--- src/rtl/calc_mp_pkg.sv ---
`default_nettype none
// ------------------------------------------------------------------
// calc_mp_pkg : shared types and helpers for calc_multiport_core
// Rev 1.0
// ------------------------------------------------------------------
package calc_mp_pkg;

   typedef enum logic [3:0] {
      CMD_NOP = 4'd0,
      CMD_ADD = 4'd1,
      CMD_SUB = 4'd2,
      CMD_SHL = 4'd5,
      CMD_SHR = 4'd6
   } cmd_e;

   typedef enum logic [1:0] {
      RESP_NONE = 2'd0,
      RESP_OK   = 2'd1,
      RESP_ERR  = 2'd2,
      RESP_DROP = 2'd3
   } resp_e;

   typedef enum logic {
      CAP_IDLE = 1'b0,
      CAP_OP2  = 1'b1
   } cap_state_e;

   // Width of the shift-amount field taken from op2.
   function automatic int shamt_width(input int dw);
      return (dw > 1) ? $clog2(dw) : 1;
   endfunction

endpackage
`default_nettype wire

--- src/rtl/calc_mp_fifo.sv ---
`default_nettype none
// ------------------------------------------------------------------
// calc_mp_fifo : single-clock FIFO, power-of-two DEPTH, full/empty flags
// Rev 1.0
// ------------------------------------------------------------------
module calc_mp_fifo
   import calc_mp_pkg::*;
#(
   parameter int WIDTH = 8,
   parameter int DEPTH = 4
) (
   input  logic             clk,
   input  logic             rst,
   input  logic             i_push,
   input  logic [WIDTH-1:0] i_data,
   input  logic             i_pop,
   output logic [WIDTH-1:0] o_data,
   output logic             o_full,
   output logic             o_empty
);

   localparam int AW = $clog2(DEPTH);

   logic [WIDTH-1:0] r_mem [DEPTH];
   logic [AW-1:0]    r_wptr;
   logic [AW-1:0]    r_rptr;
   logic [AW:0]      r_count;
   logic             w_wr;
   logic             w_rd;

   assign o_full  = (r_count == (AW+1)'(DEPTH));
   assign o_empty = (r_count == '0);
   assign w_wr    = i_push & ~o_full;
   assign w_rd    = i_pop & ~o_empty;
   assign o_data  = r_mem[r_rptr];

   always_ff @(posedge clk or posedge rst) begin
      if (rst) begin
         r_wptr  <= '0;
         r_rptr  <= '0;
         r_count <= '0;
      end else begin
         if (w_wr) r_wptr <= r_wptr + 1'b1;
         if (w_rd) r_rptr <= r_rptr + 1'b1;
         case ({w_wr, w_rd})
            2'b10:   r_count <= r_count + 1'b1;
            2'b01:   r_count <= r_count - 1'b1;
            default: r_count <= r_count;
         endcase
      end
   end

   always_ff @(posedge clk) begin
      if (w_wr) r_mem[r_wptr] <= i_data;
   end

endmodule
`default_nettype wire

--- src/rtl/calc_multiport_core.sv ---
`default_nettype none
// ------------------------------------------------------------------
// calc_multiport_core : N-port tagged calculator sharing one ALU.
// Define CALC_STRICT_PRIO_EN for fixed lowest-port-wins arbitration.
// Rev 1.0
// ------------------------------------------------------------------
module calc_multiport_core
   import calc_mp_pkg::*;
#(
   parameter int NUM_PORTS   = 4,
   parameter int DATA_WIDTH  = 32,
   parameter int CMD_WIDTH   = 4,
   parameter int TAG_WIDTH   = 2,
   parameter int QUEUE_DEPTH = 4
) (
   input  logic                            clk,
   input  logic                            reset,
   input  logic [NUM_PORTS*CMD_WIDTH-1:0]  cmd_in,
   input  logic [NUM_PORTS*DATA_WIDTH-1:0] data_in,
   input  logic [NUM_PORTS*TAG_WIDTH-1:0]  tag_in,
   output logic [NUM_PORTS*TAG_WIDTH-1:0]  resp_out,
   output logic [NUM_PORTS*DATA_WIDTH-1:0] data_out,
   output logic [NUM_PORTS*TAG_WIDTH-1:0]  tag_out
);

   localparam int PW  = (NUM_PORTS > 1) ? $clog2(NUM_PORTS) : 1;
   localparam int SHW = shamt_width(DATA_WIDTH);

   typedef struct packed {
      logic [CMD_WIDTH-1:0]  cmd;
      logic [TAG_WIDTH-1:0]  tag;
      logic [DATA_WIDTH-1:0] op1;
      logic [DATA_WIDTH-1:0] op2;
   } entry_t;

   localparam int EW = $bits(entry_t);

   cap_state_e            r_state     [NUM_PORTS];
   cap_state_e            w_state_nxt [NUM_PORTS];
   logic [CMD_WIDTH-1:0]  r_cmd       [NUM_PORTS];
   logic [TAG_WIDTH-1:0]  r_tag       [NUM_PORTS];
   logic [DATA_WIDTH-1:0] r_op1       [NUM_PORTS];
   logic [EW-1:0]         w_rdata     [NUM_PORTS];
   logic [NUM_PORTS-1:0]  w_full;
   logic [NUM_PORTS-1:0]  w_empty;
   logic [NUM_PORTS-1:0]  w_push;
   logic [NUM_PORTS-1:0]  w_drop;
   logic [NUM_PORTS-1:0]  w_pop;

   logic                  w_win_vld;
   logic [PW-1:0]         w_win;
   logic                  w_stall;
`ifndef CALC_STRICT_PRIO_EN
   logic [PW-1:0]         r_ptr;
`endif

   logic                  r_a_vld;
   logic [PW-1:0]         r_a_port;
   entry_t                r_a;
   logic [DATA_WIDTH:0]   w_sum;
   logic [TAG_WIDTH-1:0]  w_alu_resp;
   logic [DATA_WIDTH-1:0] w_alu_data;

   logic [TAG_WIDTH-1:0]  r_resp  [NUM_PORTS];
   logic [DATA_WIDTH-1:0] r_data  [NUM_PORTS];
   logic [TAG_WIDTH-1:0]  r_tag_o [NUM_PORTS];

   always_ff @(posedge clk or posedge reset) begin
      if (reset) begin
         for (int p = 0; p < NUM_PORTS; p++) r_state[p] <= CAP_IDLE;
      end else begin
         for (int p = 0; p < NUM_PORTS; p++) r_state[p] <= w_state_nxt[p];
      end
   end

   // The push in OP2 becomes a drop when the queue is already full.
   always_comb begin
      for (int p = 0; p < NUM_PORTS; p++) begin
         w_state_nxt[p] = r_state[p];
         w_push[p]      = 1'b0;
         w_drop[p]      = 1'b0;
         case (r_state[p])
            CAP_IDLE: begin
               if (cmd_in[p*CMD_WIDTH +: CMD_WIDTH] != '0) w_state_nxt[p] = CAP_OP2;
            end
            CAP_OP2: begin
               w_state_nxt[p] = CAP_IDLE;
               w_push[p]      = ~w_full[p];
               w_drop[p]      = w_full[p];
            end
            default: w_state_nxt[p] = CAP_IDLE;
         endcase
      end
   end

   always_ff @(posedge clk or posedge reset) begin
      if (reset) begin
         for (int p = 0; p < NUM_PORTS; p++) begin
            r_cmd[p] <= '0;
            r_tag[p] <= '0;
            r_op1[p] <= '0;
         end
      end else begin
         for (int p = 0; p < NUM_PORTS; p++) begin
            if (r_state[p] == CAP_IDLE && cmd_in[p*CMD_WIDTH +: CMD_WIDTH] != '0) begin
               r_cmd[p] <= cmd_in[p*CMD_WIDTH +: CMD_WIDTH];
               r_tag[p] <= tag_in[p*TAG_WIDTH +: TAG_WIDTH];
               r_op1[p] <= data_in[p*DATA_WIDTH +: DATA_WIDTH];
            end
         end
      end
   end

   generate
      for (genvar p = 0; p < NUM_PORTS; p++) begin : g_port
         calc_mp_fifo #(
            .WIDTH (EW),
            .DEPTH (QUEUE_DEPTH)
         ) u_fifo (
            .clk     (clk),
            .rst     (reset),
            .i_push  (w_push[p]),
            .i_data  ({r_cmd[p], r_tag[p], r_op1[p], data_in[p*DATA_WIDTH +: DATA_WIDTH]}),
            .i_pop   (w_pop[p]),
            .o_data  (w_rdata[p]),
            .o_full  (w_full[p]),
            .o_empty (w_empty[p])
         );

         assign resp_out[p*TAG_WIDTH +: TAG_WIDTH]   = r_resp[p];
         assign data_out[p*DATA_WIDTH +: DATA_WIDTH] = r_data[p];
         assign tag_out[p*TAG_WIDTH +: TAG_WIDTH]    = r_tag_o[p];
      end
   endgenerate

   // A drop on the port the ALU is about to answer holds the ALU for one cycle.
   always_comb begin : p_arb
`ifndef CALC_STRICT_PRIO_EN
      logic [PW:0] v_sum;
`endif
      w_win_vld = 1'b0;
      w_win     = '0;
`ifdef CALC_STRICT_PRIO_EN
      for (int i = NUM_PORTS - 1; i >= 0; i--) begin
         if (!w_empty[i]) begin
            w_win_vld = 1'b1;
            w_win     = PW'(i);
         end
      end
`else
      v_sum = '0;
      for (int i = NUM_PORTS - 1; i >= 0; i--) begin
         v_sum = {1'b0, r_ptr} + (PW+1)'(i);
         if (v_sum >= (PW+1)'(NUM_PORTS)) v_sum = v_sum - (PW+1)'(NUM_PORTS);
         if (!w_empty[v_sum[PW-1:0]]) begin
            w_win_vld = 1'b1;
            w_win     = v_sum[PW-1:0];
         end
      end
`endif
      w_stall = r_a_vld & w_drop[r_a_port];
      for (int p = 0; p < NUM_PORTS; p++) begin
         w_pop[p] = w_win_vld & ~w_stall & (w_win == PW'(p));
      end
   end

`ifndef CALC_STRICT_PRIO_EN
   always_ff @(posedge clk or posedge reset) begin
      if (reset) begin
         r_ptr <= '0;
      end else if (w_win_vld && !w_stall) begin
         r_ptr <= (w_win == PW'(NUM_PORTS - 1)) ? '0 : w_win + 1'b1;
      end
   end
`endif

   always_ff @(posedge clk or posedge reset) begin
      if (reset) begin
         r_a_vld  <= 1'b0;
         r_a_port <= '0;
         r_a      <= '0;
      end else if (!w_stall) begin
         r_a_vld <= w_win_vld;
         if (w_win_vld) begin
            r_a_port <= w_win;
            r_a      <= entry_t'(w_rdata[w_win]);
         end
      end
   end

   always_comb begin
      w_sum      = {1'b0, r_a.op1} + {1'b0, r_a.op2};
      w_alu_resp = TAG_WIDTH'(RESP_ERR);
      w_alu_data = '0;
      case (r_a.cmd)
         CMD_WIDTH'(CMD_ADD): begin
            if (!w_sum[DATA_WIDTH]) begin
               w_alu_resp = TAG_WIDTH'(RESP_OK);
               w_alu_data = w_sum[DATA_WIDTH-1:0];
            end
         end
         CMD_WIDTH'(CMD_SUB): begin
            if (r_a.op2 <= r_a.op1) begin
               w_alu_resp = TAG_WIDTH'(RESP_OK);
               w_alu_data = r_a.op1 - r_a.op2;
            end
         end
         CMD_WIDTH'(CMD_SHL): begin
            w_alu_resp = TAG_WIDTH'(RESP_OK);
            w_alu_data = r_a.op1 << r_a.op2[SHW-1:0];
         end
         CMD_WIDTH'(CMD_SHR): begin
            w_alu_resp = TAG_WIDTH'(RESP_OK);
            w_alu_data = r_a.op1 >> r_a.op2[SHW-1:0];
         end
         default: begin
            w_alu_resp = TAG_WIDTH'(RESP_ERR);
            w_alu_data = '0;
         end
      endcase
   end

   always_ff @(posedge clk or posedge reset) begin
      if (reset) begin
         for (int p = 0; p < NUM_PORTS; p++) begin
            r_resp[p]  <= '0;
            r_data[p]  <= '0;
            r_tag_o[p] <= '0;
         end
      end else begin
         for (int p = 0; p < NUM_PORTS; p++) begin
            r_resp[p]  <= '0;
            r_data[p]  <= '0;
            r_tag_o[p] <= '0;
            if (w_drop[p]) begin
               r_resp[p]  <= TAG_WIDTH'(RESP_DROP);
               r_tag_o[p] <= r_tag[p];
            end else if (r_a_vld && r_a_port == PW'(p)) begin
               r_resp[p]  <= w_alu_resp;
               r_data[p]  <= w_alu_data;
               r_tag_o[p] <= r_a.tag;
            end
         end
      end
   end

endmodule
`default_nettype wire

--- config.mk ---
export PLATFORM = sky130hd
export DESIGN_NAME = calc_multiport_core
export DESIGN_NICKNAME = d
export VERILOG_FILES = /design/src/rtl/calc_mp_pkg.sv /design/src/rtl/calc_mp_fifo.sv /design/src/rtl/calc_multiport_core.sv
export SDC_FILE = /design/constraint.sdc
export NUM_CORES = 2
export LEC_CHECK = 0
export CAP_MARGIN = 20
export CORE_MARGIN = 2
export CORE_UTILIZATION = 30
export CTS_CLUSTER_SIZE = 8
export DETAILED_ROUTE_END_ITERATION = 8
export SLEW_MARGIN = 20
export SYNTH_ARGS = -nofsm -noshare
export SYNTH_HDL_FRONTEND = slang
export SYNTH_SLANG_ARGS = --single-unit
--- constraint.sdc ---
create_clock -name clk -period 13.9 [get_ports clk]
set_input_delay 2.78 -clock clk [delete_from_list [all_inputs] [get_ports clk]]
set_output_delay 2.78 -clock clk [all_outputs]
set_load 0.005 [all_outputs]
==> flow_summary.ini <==
[run_status]
outcome = finished, final reports clean

[synthesis]
seq_area_frac_synth_pct = 67.8
syn_area_mm2 = 0.0645
syn_inst = 4222
synthArstFlopShare_pct = 26.5
syn_avg_cell_area_um2 = 15.3
ys.warnings.count = 0
synth_fp_nets = 4471
synth_cell_types = 81
synth-seq-cells = 1523
synth-edff-count = 1120
synthFlopType = edfxtp_1

[final_layout]
area_delta_synth_final_pct = 19.3
nNetsFinal = 4791
layout_commonest_cell = edfxtp_1
drive_above_1_share_pct = 17.8
final_util_pct = 35.9
layout_common_cells = 1,120 x edfxtp_1, 554 x nand2_1, 392 x dfrtp_1

[timing]
slew_headroom_pct = 25.5
skew_ps = 92.9
final-hold-violation-count = 0
maxSlewViolCount = 0
fmax_ghz = 0.184
layout_setup_ws_ps = 8470
fin_crit_ps = 5430
setup_viol = 0
rsz0062_at_grt = no
tns_ps = 0
fin_crit_sh_pct = 39.1
worstMarginPinSlew_ps = 1120

[grt]
grt_max_degree = 165
first_global_vias = 38000
track_usage_pct = 17.2
grt_pass1_wl_um = 273000
antenna_found_initial = 56
overflow = 0

[clock_tree]
cts_root_buf = clkbuf_16
cts.path.max_buffers = 3
clkSlewWorstSetupHoldPaths_ps = 50
ctsResizeCount = 0
cts_hold_buf = 0
clock_sinks = 1523
cts_made_buffers = 209
h-tree-depth = 4
insertion_delay_ps = 850
cts_tree = yes
postCtsSetupBuffers = 0

[worst_setup_path]
cp.required_ps = 14690
cpMostUsedCell = buf_4
crit_arrival_ps = 6220
cp_cell_sequence = clkdlybuf4s50_1 -> clkinvlp_4 -> buf_4 -> buf_12 -> buf_16 -> buf_4
r2r-start = r_a[2]
end_kind = async pin
crit_fanout = 106
crit_buf_inv = 6
critPathSlowestCell = buf_4
slowest_delay_ps = 800
critical-path-top-delay-family = buffers and inverters
cp-start-kind = primary input
crit_type = primary input to async pin
crit_start = reset

[floorplanning]
coreArea_mm2 = 0.214
die_h_um = 468
dieArea_mm2 = 0.219
dieWidth_um = 468
pin_count = 298
start_util_pct = 30.1
rows = 170

[power_and_ir_drop]
vdd_ir_drop_max_uv = 162
p_comb_share_pct = 42.1
swShare_pct = 40.8
p_int_mw = 12.2
power.switching_mw = 8.43
power_leakage_nw = 27.2
seq_power_share_pct = 35.0
p_clk_share_pct = 22.9
power_density_mw_per_mm2 = 269

[placed_design]
portBuffers = 297
place_ws_ps = 7650
gp_congestion = 0.919
dp_hpwl_um = 131000

[drt]
ant_nets = 0
wirelength_um = 191000
drtPass1Iterations = 6
viasPerCell = 5.06
num_vias = 38200
drt-wirelength-per-cell_um = 25.3
drc = 0
first_iter_violations = 3777

[min_path]
hp-class = flip-flop to flip-flop
hold_start = r_op1[34]

[flow_run]
cap_viol_max_count = 0
==> layout make-up <==
cell class,count,area (um2)
Timing Repair Buffer,359,3490
Antenna cell,10,25.0
Sequential cell,1523,43700
Fill cell,20100,137000
Tap cell,2838,3550
Clock inverter,16,329
Multi-Input combinational cell,2346,19500
Inverter,103,393
Clock buffer,366,5850
==> power by group through the flow <==
stage | logic [mW] | registers (mW) | clock network, mW
6_report | 8.69 | 7.24 | 4.74
5_1_grt | 9.28 | 7.37 | 5.02
4_1_cts | 8.66 | 7.25 | 4.82
3_5_place_dp | 8.63 | 7.33 | 0
3_3_place_gp | 8.59 | 7.25 | 0
2_1_floorplan | 5.47 | 6.81 | 0
==> metrics by stage <==
stage                     cells  total power [mW]  area [um2]  hold WS (ps)
after detailed placement   7167              16.0       70700           494
after global routing       7558              21.7       76900           503
after CTS                  7549              20.7       76800           470
after floorplan            4222              12.3       64500           464
after global placement     7167              15.8       70700           475
final                      7561              20.7       76900           478
==> path summary, 6_finish.rpt <==
kind	depth (start not counted)	slack, ps	endpoint
max in group clk	11	8660	data_out[0]
setup reg to reg	11	8660	data_out[0]
hold reg to reg	0	480	g_port[2].u_fifo.r_mem[3][34]
hold / removal	0	480	g_port[2].u_fifo.r_mem[3][34]
min in group asynchronous	2	2360	resp_out[7]
setup / recovery	6	8470	data_out[76]
==> sequential cells by signal (all words and copies together) (netlist names) <==
name                   flops
g_port.u_fifo.r_mem     1120
data_out                 128
r_op1                    128
r_a                       70
r_cmd                     16
g_port.u_fifo.r_count     12
g_port.u_fifo.r_rptr       8
g_port.u_fifo.r_wptr       8
r_tag                      8
resp_out                   8
tag_out                    8
r_state                    4
r_a_port                   2
r_ptr                      2
r_a_vld                    1
==> per-layer routing <==
layer,vias up,part of all wire [%],global-route usage (%)
li1,16700,-,-
met1,19700,43,23.6
met2,1415,45,26.0
met3,332,7.7,4.41
met4,60,4.2,7.45
met5,-,0.20,0
==> synth_stat cells, types with 14 or more instances <==
cell type | instances | share of area [%]
nor2b_1 | 15 | 0.15
a221o_1 | 29 | 0.45
o21ai_1 | 47 | 0.36
and2_1 | 21 | 0.20
o221ai_1 | 29 | 0.39
nor4_1 | 16 | 0.16
clkbuf_1 | 195 | 1.1
buf_1 | 38 | 0.22
mux2i_1 | 56 | 0.87
o21ai_0 | 201 | 1.6
nor3_1 | 34 | 0.26
edfxtp_1 | 1120 | 52
o211ai_1 | 24 | 0.28
nor2_1 | 278 | 1.6
xor2_1 | 14 | 0.19
nand3_1 | 94 | 0.73
inv_1 | 91 | 0.53
nand2_1 | 556 | 3.2
buf_2 | 17 | 0.13
ha_1 | 89 | 1.7
a211oi_1 | 25 | 0.29
o22ai_1 | 18 | 0.17
mux4_2 | 315 | 11
dfrtp_1 | 403 | 16
nand2b_1 | 19 | 0.18
a21oi_1 | 116 | 0.90
mux2_2 | 155 | 2.7
==> logic make-up (layout without fill, tap and decap cells) <==
family	Yosys count	in the layout	share of synthesized area, %
flops	1523	1523	67.8
fa+ha+maj	95	95	1.91
xor+xnor	26	26	0.353
simple gates	1090	1090	7.15
compound gates	608	608	6.10
mux	527	527	14.6
other cells	0	10	0
buf+inv	353	844	2.09
==> worst reg2reg max path, cell delays in order, from the launching register on <==
cell and delay (ps):
dfrtp_2 740, inv_2 460, ha_1 550, o21bai_1 330, a2111oi_2 140, o21ai_1 400
o41ai_4 170, o31ai_4 410, a31o_2 840, a21oi_1 210, a311oi_1 700, nor2_1 130
Power figures use the tool's default switching activity.
